$ cat config.mk
export PLATFORM = sky130hd
export DESIGN_NAME = sin_table_loader
export DESIGN_NICKNAME = d
export VERILOG_FILES = /design/src/rtl/sin_table_loader.sv
export SDC_FILE = /design/constraint.sdc
export NUM_CORES = 1
export LEC_CHECK = 0
export CAP_MARGIN = 30
export CORE_ASPECT_RATIO = 1.5
export CORE_MARGIN = 3
export CORE_UTILIZATION = 48
export DETAILED_ROUTE_END_ITERATION = 16
export PLACE_DENSITY = 0.8
export SLEW_MARGIN = 40
export SYNTH_ARGS = -nofsm -noshare
export SYNTH_HDL_FRONTEND = slang
export SYNTH_SLANG_ARGS = --single-unit
$ cat constraint.sdc
create_clock -name clk -period 2.7 [get_ports clk]
set_input_delay 0.54 -clock clk [delete_from_list [all_inputs] [get_ports clk]]
set_output_delay 0.54 -clock clk [all_outputs]
set_load 0.02 [all_outputs]
$ cat src/rtl/sin_table_loader.sv
// Writer for the external quarter-sine SRAM: assembles little-endian byte pairs into
// 16-bit words and writes them with programmable setup/strobe/hold timing; lends the bus to the DDS when idle.
module sin_table_loader #(
    parameter int DEPTH     = 65536,
    parameter int SETUP_CYC = 1,
    parameter int WE_CYC    = 2,
    parameter int HOLD_CYC  = 1
) (
    input  logic        clk,
    input  logic        rst,
    input  logic        start,
    input  logic [7:0]  byte_in,
    input  logic        byte_valid,
    output logic        byte_ready,
    input  logic [15:0] dds_addr,
    output logic [15:0] dds_data,
    output logic [15:0] sram_addr,
    output logic [15:0] sram_dq_out,
    output logic        sram_dq_oe,
    input  logic [15:0] sram_dq_in,
    output logic        sram_ce_n,
    output logic        sram_oe_n,
    output logic        sram_we_n,
    output logic        busy,
    output logic        done,
    output logic [15:0] checksum
);

    typedef enum logic [2:0] {
        IDLE  = 3'd0,
        LO    = 3'd1,
        HI    = 3'd2,
        SETUP = 3'd3,
        WRITE = 3'd4,
        HOLD  = 3'd5
    } state_t;

    localparam int CNT_W = 8;
    localparam logic [15:0]      LAST_ADDR  = 16'(DEPTH - 1);
    localparam logic [CNT_W-1:0] SETUP_LOAD = CNT_W'(SETUP_CYC - 1);
    localparam logic [CNT_W-1:0] WE_LOAD    = CNT_W'(WE_CYC - 1);
    localparam logic [CNT_W-1:0] HOLD_LOAD  = CNT_W'(HOLD_CYC - 1);

    state_t           state_reg;
    logic [CNT_W-1:0] cnt_reg;
    logic [15:0]      addr_reg;
    logic [15:0]      data_reg;
    logic [15:0]      checksum_reg;
    logic [7:0]       low_reg;
    logic             busy_reg;
    logic             done_reg;
    logic             ready_reg;
    logic             we_n_reg;
    logic             oe_n_reg;
    logic             dq_oe_reg;

    logic        xfer;
    logic [15:0] word_next;

    assign xfer      = byte_valid & ready_reg;
    assign word_next = {byte_in, low_reg};

    always_ff @(posedge clk) begin
        if (rst) begin
            state_reg    <= IDLE;
            cnt_reg      <= '0;
            addr_reg     <= '0;
            data_reg     <= '0;
            checksum_reg <= '0;
            low_reg      <= '0;
            busy_reg     <= 1'b0;
            done_reg     <= 1'b0;
            ready_reg    <= 1'b0;
            we_n_reg     <= 1'b1;
            oe_n_reg     <= 1'b0;
            dq_oe_reg    <= 1'b0;
        end else begin
            case (state_reg)
                IDLE: begin
                    if (start) begin
                        state_reg    <= LO;
                        busy_reg     <= 1'b1;
                        done_reg     <= 1'b0;
                        checksum_reg <= '0;
                        addr_reg     <= '0;
                        ready_reg    <= 1'b1;
                        oe_n_reg     <= 1'b1;
                        dq_oe_reg    <= 1'b1;
                    end
                end
                LO: begin
                    if (xfer) begin
                        low_reg   <= byte_in;
                        state_reg <= HI;
                    end
                end
                HI: begin
                    if (xfer) begin
                        data_reg     <= word_next;
                        checksum_reg <= checksum_reg + word_next;
                        ready_reg    <= 1'b0;
                        cnt_reg      <= SETUP_LOAD;
                        state_reg    <= SETUP;
                    end
                end
                SETUP: begin
                    if (cnt_reg == '0) begin
                        we_n_reg  <= 1'b0;
                        cnt_reg   <= WE_LOAD;
                        state_reg <= WRITE;
                    end else begin
                        cnt_reg <= cnt_reg - 1'b1;
                    end
                end
                WRITE: begin
                    if (cnt_reg == '0) begin
                        we_n_reg  <= 1'b1;
                        cnt_reg   <= HOLD_LOAD;
                        state_reg <= HOLD;
                    end else begin
                        cnt_reg <= cnt_reg - 1'b1;
                    end
                end
                HOLD: begin
                    if (cnt_reg != '0) begin
                        cnt_reg <= cnt_reg - 1'b1;
                    end else if (addr_reg == LAST_ADDR) begin
                        // Release the bus: driver off and read enable on, same edge.
                        state_reg <= IDLE;
                        busy_reg  <= 1'b0;
                        done_reg  <= 1'b1;
                        dq_oe_reg <= 1'b0;
                        oe_n_reg  <= 1'b0;
                    end else begin
                        addr_reg  <= addr_reg + 16'd1;
                        ready_reg <= 1'b1;
                        state_reg <= LO;
                    end
                end
                default: begin
                    state_reg <= IDLE;
                end
            endcase
        end
    end

    // DDS read path is a pure pass-through while idle; muted while the loader owns the bus.
    assign sram_addr   = busy_reg ? addr_reg : dds_addr;
    assign dds_data    = busy_reg ? 16'd0 : sram_dq_in;

    assign sram_dq_out = data_reg;
    assign sram_dq_oe  = dq_oe_reg;
    assign sram_ce_n   = 1'b0;
    assign sram_oe_n   = oe_n_reg;
    assign sram_we_n   = we_n_reg;
    assign byte_ready  = ready_reg;
    assign busy        = busy_reg;
    assign done        = done_reg;
    assign checksum    = checksum_reg;

    a_no_bus_fight: assert property (@(posedge clk) disable iff (rst)
        !(sram_dq_oe && !sram_oe_n));

    a_ready_only_loading: assert property (@(posedge clk) disable iff (rst)
        byte_ready |-> (state_reg == LO || state_reg == HI));

endmodule

# After elaboration in Yosys (flattened, before gate mapping)
# Index checks and enable logic that the tools add are counted.
[word_totals]
reg_bits = 71
latchBits = 0
ramBits = 0
mem_bits_ro = 0
input_bits = 44
output_inout_bits = 71
elab_cells = 82
mem_count = 0
[op_classes]
n_addsub = 3
mul = 0
div = 0
order_cmp = 0
eq_ne = 15
n_shift = 0
muxes = 36
bitwise = 1
n_reduce_logical = 17
[ops]
columns = ["operator", "count"]
rows = [
  ["16-bit two-way mux", 6],
  ["16-bit one-hot mux with 2 select lines", 2],
  ["8-bit two-way mux", 4],
  ["8-bit one-hot mux with 4 select lines", 1],
  ["3-bit two-way mux", 6],
  ["2-bit != test, second input constant", 9],
  ["3-bit one-hot mux with 6 select lines", 1],
  ["16-bit by 1-bit adder with 16-bit output, second input constant", 1],
  ["16-bit adder", 1],
  ["16-bit equality test, second input constant", 1],
  ["1-bit two-way mux", 12],
  ["3-bit AND reduction", 3],
  ["8-bit logical NOT", 1],
  ["4-bit AND reduction", 2],
  ["8-bit nonzero test", 1],
  ["8-bit by 1-bit subtractor with 8-bit output, second input constant", 1],
  ["3-bit by 2-bit equality test with 1-bit output, second input constant", 2],
  ["3-bit equality test, second input constant", 2],
  ["1-bit one-hot mux with 2 select lines", 3],
  ["6-bit AND reduction", 1],
  ["2-bit nonzero test", 3],
  ["5-bit AND reduction", 1],
  ["2-bit AND reduction", 2],
  ["4-bit nonzero test", 1],
  ["other kinds (5)", 5],
]

# Longest topological paths before layout
[logic_depth]
ltp_word = 4
ltp_mapped = 9
mapped_depth_nobuf = 9

# Worst setup path after synthesis
# No wires, ideal clock.
[synth_timing]
path_type = "input port to flip-flop"
startpoint = "input byte_in[4]"
endpoint = "register checksum_reg[15] (netlist: checksum[15])"
setup_time_ns = 0.073
t_arrival_ns = 2.271
required_time_ns = 2.627
setup_slack_ns = 0.355
path_stages = 8
path_buffers = 1
path_cell_list = "ha_1 -> buf_2 -> a21o_1 -> a21o_1 -> a221o_1 -> o21ai_0 -> or4b_1 -> o211ai_2"
[synth_via]
elab_chain_cells = 3
[synth_lines]
columns = ["item", "line_no", "source"]
rows = [
  ["from (decl)", "12", "input logic [7:0] byte_in,"],
  ["16-bit adder", "100", "checksum_reg <= checksum_reg + word_next;"],
  ["16-bit two-way mux", "98", "if (xfer) begin"],
  ["16-bit one-hot mux with 2 select lines", "78", "case (state_reg)"],
  ["to (signal assigned)", "100", ""],
  ["to (decl)", "48", "logic [15:0] checksum_reg;"],
]
# No other way between the ends. The select of a mux whose other input is x is not followed.
# A chain may end at the register's enable or synchronous reset.

# Worst setup path after layout
[layout_timing]
startpoint = "input byte_in[2]"
endpoint = "register checksum_reg[15] (netlist: checksum[15])"
# The elaborated chain is that of the path after synthesis.

==> results.md <==
* Status: finished clean
* Count leader, synth: dfxtp_1
* Num rows at 40
* Total I/O pin count at between 100 and 150
* Dpl ws at -0.0969 ns
* Maxcap violations at 0
* Dpl cells at 722
* Reg power frac at a little over 30%
* H-tree depth at 3
* PwrDens at 735 nW/um2
* Int Pwr at approximately 2.7 mW
* Longest Clk Path Bufs at 2
* Top_reg_cell synth: dfxtp_1
* Comb pwr share at 38.9%
* Layout cells sized above 1 at between 10% and 20%
* CTS root buf: clkbuf_16
* Reg2Reg Depth at 9
* Diode count at 0
* Total negative slack at 0 ns
* WP data required at 2.96 ns
* Final worst slack at 0.243 ns
* Syn Nets at 567
* Peak supply drop at 0.426 mV
* Die Width at 81.9 um
* Final std cells w/o fill at 738
* Hold_buf cts at 0
* Max Fanout on Critical Path at 2
* Post-synth ARST share at 0%
* Total wire length at 12500 um
* # fillers at between 600 and 700
* Cells after Synth at around 500
* DR vias at 4157
* Violation count after the first detailed-route iteration at 320
* Overflow after GRT at 0
* Syn_area_per_cell at 8.22 um2
* DR WL/cell at 17.0 um
* Min Hold Slack at 0.453 ns
* Unique masters post-synth at slightly below 60
* Worst Hold Class: reg -> reg
* ANT nets after route at 0
* Synth-to-layout area growth at 40.6%
* Worst path arrival time at 2.72 ns
* GP Congestion at 0.963
* Critical Path Source Type: input pin
* Worst-path clk slew at 0.06 ns
* Yosys reg bits at 71
* Actual slew at the worst max-slew pin at 0.621 ns
* Final hold vios at 0
* CP endpoint kind: flop
* Reg area at ~1400 um2
* Worst slew margin relative to its limit at 57.5%
* Nets at 691
* Via-per-instance ratio at approximately 5.6
* GRT Total Usage at 26.4%
* Global-route wire length before repair at ~20000 um
* Sinks on Clock Net at 71
* RSZ-0062 raised after global routing: no
* Post_cts resized at 0
* Cell Area, Synth at 4140 um2
* Max-slew violations at 0
* Die height at 120 um
* DP HPWL at 9600 um
* Final Critical Period at 2.46 ns
* Fmax at 407 MHz
* Final Cell Area at 5830 um2
* Initial antenna violation count at 0
* Vias in the first global route at slightly above 4000
* Critical path class: in -> reg
* Clock Skew at 0.00340 ns
* Switching share of power at 36.1%
* CTS buffer count at 9
* Setup violators final at 0
* Post-synth EDFFs at 0
* Worst Hold Depth at 2
* Total core area at between 8000 and 9000 um2
* Post-CTS Setup Inserts at 0
* Final period utilization at 91.0%
* Pleak at around 2.2 nW
* DR pass1 iterations at 5
* Largest net degree at the start of global routing at 42
* CTS tree: built
* Seq/Total Area, Yosys at 34.3%
* Clk_lat worst skew at 0.33 ns
* Initial core utilization at between 50 and 60%
* Sw power at ~1.5 mW
* Placed Area at 5490 um2
* Port bufs at 113
* Top cells by area, synth: dfxtp_1 34%, ha_1 5.4%, nand2_1 5.3%
* Cell taking the most area after synthesis: dfxtp_1
* Area of the multi-input gates at between 2000 and 3000 um2
* Synthesis warning total at 0
* Drt drc at 0
* Top cells by count, synth: 71 x dfxtp_1, 59 x nand2_1, 56 x nor2_1, 41 x a21oi_1, 21 x nand3_1
* Die ar. at 9810 um2
* Clock power frac at 30.5%
* Top cell type's share of synthesized area at approximately 34%
worst max-delay path: stages:
cell and delay (ns):
clkdlybuf4s50_1 0.47, ha_1 0.33, a21o_1 0.19, o21bai_1 0.18, a221o_1 0.35, o21ai_0 0.13
or4b_1 0.46, o211ai_2 0.07
kinds of logic (layout without fill, tap and decap cells):
group	after synthesis	in the layout	synth area share, %
adders and majority gates	19	19	5.92
DFF	71	71	34.3
buffers and inverters	39	168	4.14
xor gates and xnor gates	28	28	5.92
and+or+nand+nor	217	217	27.0
muxes	27	27	7.00
AOI/OAI and AO/OA	102	102	15.6
other	1	1	0.0905
power groups by stage:
stage                     clock network, mW  registers [mW]  logic (mW)
after floorplan                           0            1.29        1.15
after global placement                    0            1.32        1.61
after detailed placement                  0            1.33        1.62
after CTS                              1.34            1.31        1.66
after global routing                   1.38            1.33        1.82
final                                  1.31            1.31        1.67
cells in the final DEF (no fill, tap or decap), drive strengths merged, types with 11 or more instances in the layout:
master         instances
clkdlybuf4s50        113
dfxtp                 71
nand2                 59
nor2                  56
a21oi                 42
buf                   30
nand3                 21
nor2b                 19
xnor2                 18
ha                    18
mux2                  16
o21ai                 16
nor3                  15
clkbuf                12
mux2i                 11
per-layer routing:
layer  vias up  wire (um)  GRT usage [%]  share of wire [%]
li1       2035          -              -                  -
met1      1928       4580           27.3                 37
met2       154       6450           46.7                 51
met3        40        805           6.53                6.4
met4         0        704           14.7                5.6
met5         -          0              0                  0
final cells by class:
| cell class | count | area share (%) |
|---|---|---|
| clock buffers | 12 | 4.40 |
| multi-input cells | 394 | 43.8 |
| inverters | 9 | 0.580 |
| well taps | 105 | 2.25 |
| repair buffers | 143 | 23.3 |
| clock inverters | 4 | 1.31 |
| flip-flops and latches | 71 | 24.4 |
through the flow:
stage | power, mW | utilization [%]
floorplan | 2.44 | -
global placement | 2.93 | 66.9
detailed placement | 2.95 | 66.9
CTS | 4.30 | 71.0
global route | 4.53 | 71.0
finish | 4.28 | 71.0
worst paths after layout:
check	startpoint	end	slack, ns
min	sram_dq_out[8]	sram_dq_out[8]	0.45
min reg2reg	sram_dq_out[8]	sram_dq_out[8]	0.45
max reg2reg	low_reg[0]	checksum[14]	0.30
max	byte_in[2]	checksum[15]	0.24
Power figures use the tool's default switching activity.
